--- config.mk ---
export PLATFORM = sky130hd
export DESIGN_NAME = or1200_vlx_lu
export DESIGN_NICKNAME = d
export VERILOG_FILES = /design/src/rtl/or1200_vlx_pkg.sv /design/src/rtl/or1200_vlx_unstuff.sv /design/src/rtl/or1200_vlx_lu.sv
export SDC_FILE = /design/constraint.sdc
export NUM_CORES = 1
export LEC_CHECK = 0
export BUFFER_PORTS_ARGS = -buffer_cell sky130_fd_sc_hd__buf_2
export CAP_MARGIN = 40
export CORE_ASPECT_RATIO = 0.7
export CORE_MARGIN = 2
export CORE_UTILIZATION = 52
export DETAILED_ROUTE_END_ITERATION = 8
export GPL_TIMING_DRIVEN = 1
export PLACE_DENSITY = 0.77
export SYNTH_ARGS = -nofsm -noshare
export SYNTH_HDL_FRONTEND = slang
export SYNTH_HIERARCHICAL = 1
export SYNTH_SLANG_ARGS = --single-unit
--- constraint.sdc ---
create_clock -name clk_i -period 5.7 [get_ports clk_i]
set_clock_uncertainty 0.1 [all_clocks]
set_input_delay 1.14 -clock clk_i [delete_from_list [all_inputs] [get_ports clk_i]]
set_output_delay 1.14 -clock clk_i [all_outputs]
set_load 0.02 [all_outputs]
--- src/rtl/or1200_vlx_pkg.sv ---
// Shared VLX extension definitions, imported by the load and store units.
package or1200_vlx_pkg;

   localparam int unsigned WORD_W = 32;
   localparam int unsigned BUF_W  = 64;
   localparam int unsigned PEEK_W = 16;

   typedef logic [6:0] fill_t;

   typedef enum logic [1:0] {
      IDLE = 2'd0,
      REQ  = 2'd1,
      RUN  = 2'd2
   } lu_state_e;

endpackage

--- src/rtl/or1200_vlx_unstuff.sv ---
// JPEG byte unstuffing for one fetched word: drops each 0x00 that follows 0xFF,
// including across word boundaries, and left-justifies the surviving bytes.
module or1200_vlx_unstuff
   import or1200_vlx_pkg::*;
(
   input  logic              clk_i,
   input  logic              rst_n_i,
   input  logic [WORD_W-1:0] word_i,
   input  logic              valid_i,
   input  logic              clear_i,
   output logic [WORD_W-1:0] word_o,
   output fill_t             kept_o
);

   logic              prev_ff_q;
   logic [WORD_W-1:0] acc;
   logic [7:0]        byte_v;
   logic              prev;
   int unsigned       nkept;

   always_ff @(posedge clk_i) begin
      if (!rst_n_i || clear_i)
         prev_ff_q <= 1'b0;
      else if (valid_i)
         prev_ff_q <= (word_i[7:0] == 8'hFF);
   end

   // Kept bytes are shifted in from the right, then the result is left-justified.
   always_comb begin
      acc    = '0;
      nkept  = 0;
      prev   = prev_ff_q;
      byte_v = '0;
      for (int unsigned i = 0; i < 4; i++) begin
         byte_v = word_i[WORD_W-1-8*i -: 8];
         if (!(prev && byte_v == 8'h00)) begin
            acc   = {acc[WORD_W-9:0], byte_v};
            nkept = nkept + 1;
         end
         prev = (byte_v == 8'hFF);
      end
      word_o = acc << (8 * (4 - nkept));
      kept_o = fill_t'(8 * nkept);
   end

endmodule

--- src/rtl/or1200_vlx_lu.sv ---
// VLX load unit: fetches big-endian words into a 64-bit bit buffer and presents
// 16 bits MSB-first to the decoder. Unstuffing enabled by OR1200_VLX_LU_UNSTUFF_EN.
module or1200_vlx_lu
   import or1200_vlx_pkg::*;
(
   input  logic              clk_i,
   input  logic              rst_n_i,
   input  logic              set_init_addr_i,
   input  logic [WORD_W-1:0] dat_i,
   input  logic              ack_i,
   output logic              load_word_o,
   output logic [WORD_W-1:0] vlx_addr_o,
   input  logic              get_bits_i,
   input  logic [4:0]        nbits_i,
   output logic [PEEK_W-1:0] bits_o,
   output logic              bits_valid_o,
   output fill_t             fill_o
);

   lu_state_e         state_q, state_d;
   logic [BUF_W-1:0]  buf_q, buf_d, shifted;
   fill_t             fill_q, fill_d, fill_sh, n_eff;
   logic [WORD_W-1:0] addr_q, addr_d;
   logic [WORD_W-1:0] word_kept;
   fill_t             kept;
   logic              consume;
   logic              accept;

   assign accept = (state_q == REQ) && ack_i && !set_init_addr_i;

`ifdef OR1200_VLX_LU_UNSTUFF_EN
   or1200_vlx_unstuff u_unstuff (
      .clk_i   (clk_i),
      .rst_n_i (rst_n_i),
      .word_i  (dat_i),
      .valid_i (accept),
      .clear_i (set_init_addr_i),
      .word_o  (word_kept),
      .kept_o  (kept)
   );
`else
   assign word_kept = dat_i;
   assign kept      = fill_t'(WORD_W);
`endif

   // Consume is applied before the append so both can share one cycle.
   always_comb begin
      n_eff   = (nbits_i > 5'd16) ? fill_t'(PEEK_W) : {2'b00, nbits_i};
      consume = get_bits_i && (n_eff <= fill_q);
      shifted = consume ? (buf_q << n_eff) : buf_q;
      fill_sh = consume ? (fill_q - n_eff) : fill_q;

      state_d = state_q;
      buf_d   = shifted;
      fill_d  = fill_sh;
      addr_d  = addr_q;

      if (set_init_addr_i) begin
         state_d = RUN;
         buf_d   = '0;
         fill_d  = '0;
         addr_d  = {dat_i[WORD_W-1:2], 2'b00};
      end else begin
         case (state_q)
            RUN: begin
               if (fill_q <= fill_t'(WORD_W))
                  state_d = REQ;
            end
            REQ: begin
               if (accept) begin
                  state_d = RUN;
                  buf_d   = shifted | ({word_kept, {WORD_W{1'b0}}} >> fill_sh);
                  fill_d  = fill_sh + kept;
                  addr_d  = addr_q + 32'd4;
               end
            end
            default: ;
         endcase
      end
   end

   always_ff @(posedge clk_i) begin
      if (!rst_n_i) begin
         state_q <= IDLE;
         buf_q   <= '0;
         fill_q  <= '0;
         addr_q  <= '0;
      end else begin
         state_q <= state_d;
         buf_q   <= buf_d;
         fill_q  <= fill_d;
         addr_q  <= addr_d;
      end
   end

   assign load_word_o  = (state_q == REQ);
   assign vlx_addr_o   = addr_q;
   assign bits_o       = buf_q[BUF_W-1 -: PEEK_W];
   assign bits_valid_o = (fill_q >= fill_t'(PEEK_W));
   assign fill_o       = fill_q;

endmodule
==> flow_summary.json, run 1 <==
{
  "hold_buffers": 0,
  "multi_input_area_um2": 8040,
  "setup_violations": 0,
  "synth_ff_type": "dfxtp_1",
  "p_leak_uw": 0.00472,
  "start_util_pct": 53.6,
  "grt_pass1_wl_um": 66000,
  "fin_util_pct": 58.4,
  "clock_latency_ns": 0.38,
  "overflow": 0,
  "first_global_vias": 10900,
  "dp_slack_ns": 0.382,
  "clock-sinks": 103,
  "worst-slew-pin-transition_ns": 0.832,
  "crit_path_start_kind": "input pin",
  "ys_async_sr_fraction_pct": 0,
  "fin_setup_tns_ns": 0,
  "drc_errors": 0,
  "synth.distinct_cells": 83,
  "globalplace.congestion": 1.08,
  "fin_crit_ns": 5.10,
  "wirelength_um": 43400,
  "critPathCaptureType": "flop",
  "tritoncts": "done",
  "synth_edf_count": 0,
  "vias": 11900,
  "power_density_nw_per_um2": 209,
  "maxCapViolations": 0,
  "fmax_mhz": 196,
  "ys_ff_latch": 103,
  "ir_worst_vdd_mv": 0.177,
  "routedWlPerCell_um": 25.0,
  "synth_area_leaders": "mux2i_1 (21%), dfxtp_1 (19%), a21oi_1 (6.0%)",
  "grt_antenna_before_repair": 0,
  "whs_path_depth": 2,
  "fin_nets": 1513,
  "netlist_area_um2": 10700,
  "hold_path_class": "reg -> reg",
  "seqCellArea_um2": 2060,
  "relSlewSlack_pct": 42.9,
  "rsz0062_at_grt": "false",
  "drive_gt1_share_pct": 15.3,
  "die_y_um": 124,
  "rows": 43,
  "cts-root-buf": "clkbuf_16",
  "fillers": 1923,
  "ios": 99,
  "critical_path_class": "in -> reg",
  "grt_use_total_pct": 38.8,
  "firstDrtPassIters": 6,
  "die_area_um2": 21800,
  "final_antenna_net_count": 0,
  "seqPwrFrac_pct": 31.4,
  "synth.avg_cell_area_um2": 7.51,
  "portBuffers": 96,
  "path_clk_slew_ns": 0.09,
  "hold_violations": 0,
  "stdcell_area_um2": 11700,
  "yosys.area.top_type": "mux2i_1",
  "clock_path_buffers": 2,
  "reg2regPathDepth": 12,
  "internal-power_uw": 1400,
  "setup_slack_ns": 0.601,
  "reg2reg_slack_ns": 1.41,
  "dr.first_iter.drc_count": 2017,
  "coreArea_um2": 20000,
  "worstPathRequired_ns": 5.86,
  "combPwrFrac_pct": 42.5,
  "p_sw_uw": 1040,
  "die_x_um": 176,
  "synth_top_area_share_pct": 21.1,
  "fin_crit_sh_pct": 89.5,
  "h-tree-depth": 3,
  "p_sw_share_pct": 42.7,
  "cts_buffers": 9,
  "post_cts_buffers": 0,
  "postCtsResizedCells": 0,
  "ys_seq_area_share_pct": 19.2,
  "yosysWarnings": 6,
  "pwr-share-clk_pct": 26.1,
  "syn_to_final_growth_pct": 8.98,
  "dp_hpwl_um": 33100,
  "final_cell_mix": "mux2i_1 (225), nand2_1 (154), a21oi_1 (128)",
  "dpl_cell_area_um2": 11400,
  "final_max_slew_viol_count": 0,
  "via_per_inst": 6.83,
  "cp.arrival_ns": 5.26,
  "status": "complete, no violations",
  "netlist_instances": 1430,
  "n_antenna_cell": 0,
  "crit_fanout": 19,
  "mostFrequentLayoutCell": "mux2i_1",
  "grt_max_degree": 87
}
## flip-flops by register name, summed over array words and instances, names as in the netlist
register / cells
state_q: 2
fill_o: 7
buf_q: 64
vlx_addr_o: 30
## power by group through the flow
stage	registers, uW	clock network (uW)	logic (uW)
finish	766	636	1040
detailed placement	782	0	981
floorplan	791	0	631
global route	769	663	1080
CTS	765	643	986
global placement	781	0	984
## cells in the mapped netlist, types with 8 or more instances
library cell	count
mux2i_1	226
nand2_1	155
a21oi_1	128
nor2_1	124
dfxtp_1	103
o21ai_0	80
clkbuf_1	69
a211oi_1	42
and2_1	38
nor2b_1	33
a22oi_1	28
buf_2	27
o22ai_1	26
nand3_1	25
mux2_2	21
buf_4	20
xor2_1	20
and3_1	16
a221oi_1	14
nor3_1	14
a31oi_1	12
xnor2_1	12
buf_1	11
inv_1	11
o211ai_1	11
o21ai_1	10
ha_1	8
nand2b_1	8
## worst max-delay path: stages
cell	delay, ns
buf_2	0.30
inv_1	0.11
buf_4	0.17
ha_1	0.38
nand3_1	0.13
and2_4	0.20
o211ai_2	0.18
and3_2	0.59
buf_4	0.23
mux2_2	0.38
a2bb2o_1	0.27
o21ai_1	0.08
a32oi_1	0.63
nor2_1	0.10
o311a_1	0.35
## stage by stage
stage	instances	hold WS, ns	power (uW)
global route	1737	0.458	2510
finish	1737	0.433	2440
CTS	1737	0.426	2390
global placement	1721	0.409	1770
detailed placement	1721	0.418	1760
floorplan	1431	0.380	1420
## kinds of logic (layout without fill, tap and decap cells)
kind of cell	Yosys count	count (layout)	share of synthesized area, %
muxes	254	254	24.4
buffers and inverters	145	181	6.36
adders and majority gates	9	9	1.12
and+or+nand+nor	443	443	19.3
DFF	103	103	19.2
xor gates and xnor gates	32	32	2.61
other	1	2	0.0349
AOI/OAI and AO/OA	443	443	27.0
## layout make-up
| type | instances | area share, % |
|---|---|---|
| inverter | 14 | 0.449 |
| clock buffer | 10 | 2.04 |
| sequential | 103 | 17.6 |
| tap | 270 | 2.89 |
| timing repair buffer | 151 | 7.85 |
| multi-input combinational | 1183 | 68.7 |
| clock inverter | 6 | 0.449 |
## path summary, 6_finish.rpt
kind | start | endpoint
setup / recovery | nbits_i[4] | buf_q[10]$_SDFF_PP0_
hold / removal | buf_q[24]$_SDFF_PP0_ | buf_q[24]$_SDFF_PP0_
setup reg to reg | fill_o[3]$_SDFF_PP0_ | buf_q[10]$_SDFF_PP0_
hold reg to reg | buf_q[24]$_SDFF_PP0_ | buf_q[24]$_SDFF_PP0_
## per-layer routing
| metal | track usage, % | routed length [um] | up-vias |
|---|---|---|---|
| met5 | 0 | 0 | - |
| met4 | 9.09 | 964 | 0 |
| met3 | 12.9 | 6150 | 80 |
| met2 | 53.6 | 17200 | 811 |
| met1 | 57.4 | 19100 | 5637 |
| li1 | - | - | 5331 |
Note: power is estimated with default switching activity, not from simulation.
==> inputs of run 2 (changes only) <==
--- a/config.mk
+++ b/config.mk
@@ -10,6 +10,7 @@
 export CORE_ASPECT_RATIO = 0.7
 export CORE_MARGIN = 2
 export CORE_UTILIZATION = 52
+export CTS_BUF_LIST = sky130_fd_sc_hd__clkbuf_2 sky130_fd_sc_hd__clkbuf_4 sky130_fd_sc_hd__clkbuf_8
 export DETAILED_ROUTE_END_ITERATION = 8
 export GPL_TIMING_DRIVEN = 1
 export PLACE_DENSITY = 0.77
==> flow_summary.json, run 2 (synthesis results as in run 1) <==
{
  "status": "complete, no violations",
  "setup_slack_ns": 0.634,
  "grt_pass1_wl_um": 66000,
  "power_density_nw_per_um2": 198,
  "firstDrtPassIters": 6,
  "worstPathRequired_ns": 5.91,
  "top_register": "buf_q",
  "cpMostUsedCell": "buf_4",
  "dr.first_iter.drc_count": 2167,
  "holdWs_ns": 0.441,
  "p_total_uw": 2290,
  "first_global_vias": 10800,
  "clock-sinks": 103,
  "grt_use_total_pct": 38.7,
  "syn_to_final_growth_pct": 8.03,
  "path_delay_family": "compound AO/OA/AOI/OAI gates",
  "dp_slack_ns": 0.382,
  "critPathCaptureType": "flop",
  "fin_crit_ns": 5.07,
  "fin_setup_tns_ns": 0,
  "fin_crit_sh_pct": 88.9,
  "die_x_um": 176,
  "largest_register_ffs": 64,
  "cp_cell_sequence": "buf_2, inv_1, buf_4, ha_1, nand3_1, and2_4, o211ai_2, and3_2, buf_4, mux2_2, a2bb2o_1, o21ai_1, a32oi_1, nor2_1, o311a_1",
  "seqCellArea_um2": 2060,
  "die_area_um2": 21800,
  "vias": 12000,
  "cp.arrival_ns": 5.27,
  "clock_latency_ns": 0.42,
  "hold_buffers": 0,
  "h-tree-depth": 3,
  "die_y_um": 124,
  "final_antenna_net_count": 0,
  "coreArea_um2": 20000,
  "path_clk_slew_ns": 0.13,
  "relSlewSlack_pct": 41.3,
  "final_max_slew_viol_count": 0,
  "hold_path_class": "reg -> reg",
  "globalplace.congestion": 1.08,
  "via_per_inst": 6.90,
  "critPathSlowestCell": "a32oi_1",
  "dp_hpwl_um": 33100,
  "cts_buffers": 9,
  "drive_gt1_share_pct": 15.3,
  "drc_errors": 0,
  "cts-root-buf": "clkbuf_8",
  "maxCapViolations": 0,
  "rsz0062_at_grt": "false",
  "critPathMaxStageDelay_ns": 0.64,
  "ir_worst_vdd_mv": 0.145,
  "postCtsResizedCells": 0,
  "overflow": 0,
  "fin_nets": 1513,
  "tritoncts": "done",
  "wirelength_um": 43500,
  "hold_violations": 0,
  "portBuffers": 96,
  "worst-slew-pin-transition_ns": 0.856,
  "fmax_mhz": 197,
  "crit_path_start_kind": "input pin",
  "start_util_pct": 53.6,
  "grt_antenna_before_repair": 0,
  "ios": 99,
  "mostFrequentLayoutCell": "mux2i_1",
  "p_leak_uw": 0.00468,
  "clock_path_buffers": 2,
  "rows": 43,
  "multi_input_area_um2": 8040,
  "routedWlPerCell_um": 25.0,
  "setup_violations": 0,
  "crit_fanout": 19,
  "critical_path_class": "in -> reg",
  "crit_buf_inv": 4,
  "n_antenna_cell": 0,
  "grt_max_degree": 87,
  "fillers": 1945,
  "final_cell_mix": "mux2i_1 (225), nand2_1 (154), a21oi_1 (128)",
  "post_cts_buffers": 0
}
[run 2: per-stage QoR]
stage / instance area, um2 / utilization [%] / std cells
2_1_floorplan: 10700 / - / 1431
3_3_place_gp: 11400 / 57.0 / 1721
3_5_place_dp: 11400 / 57.0 / 1721
4_1_cts: 11600 / 57.9 / 1737
5_1_grt: 11600 / 57.9 / 1737
6_report: 11600 / 57.9 / 1737
[run 2: worst reg2reg max path: cells and delay by family (launching register included)]
| kind | cells | cell delay [ns] |
|---|---|---|
| AOI/OAI and AO/OA | 7 | 2.02 |
| DFF | 1 | 0.48 |
| and+or+nand+nor | 2 | 0.65 |
| adders and majority gates | 1 | 0.34 |
| muxes | 1 | 0.38 |
| buffers and inverters | 1 | 0.25 |
[run 2: per-layer routing]
layer / part of all wire (%) / vias to the layer above / wire length (um) / track usage (%)
met5: 0 / - / 0 / 0
met2: 40 / 852 / 17400 / 53.8
met3: 14 / 68 / 6090 / 10.8
met1: 44 / 5738 / 19200 / 58.7
li1: - / 5326 / - / -
met4: 1.9 / 0 / 835 / 7.58
[run 2: path summary, 6_finish.rpt]
path / startpoint / end / slack (ns) / cells after the start
max: nbits_i[4] / buf_q[10]$_SDFF_PP0_ / 0.63 / 15
min: buf_q[24]$_SDFF_PP0_ / buf_q[24]$_SDFF_PP0_ / 0.44 / 2
max reg2reg: fill_o[3]$_SDFF_PP0_ / buf_q[10]$_SDFF_PP0_ / 1.39 / 12
min reg2reg: buf_q[24]$_SDFF_PP0_ / buf_q[24]$_SDFF_PP0_ / 0.44 / 2
[run 2: final cells by class]
cell class | count | area share [%]
Multi-Input combinational cell | 1183 | 69.3
Sequential cell | 103 | 17.8
Timing Repair Buffer | 151 | 7.92
Tap cell | 270 | 2.91
Clock buffer | 10 | 1.19
Clock inverter | 6 | 0.453
Inverter | 14 | 0.453
[run 2: report_power, final]
group,switching [uW],internal [uW]
registers,26.7,740
clock network,307,177
logic,695,344
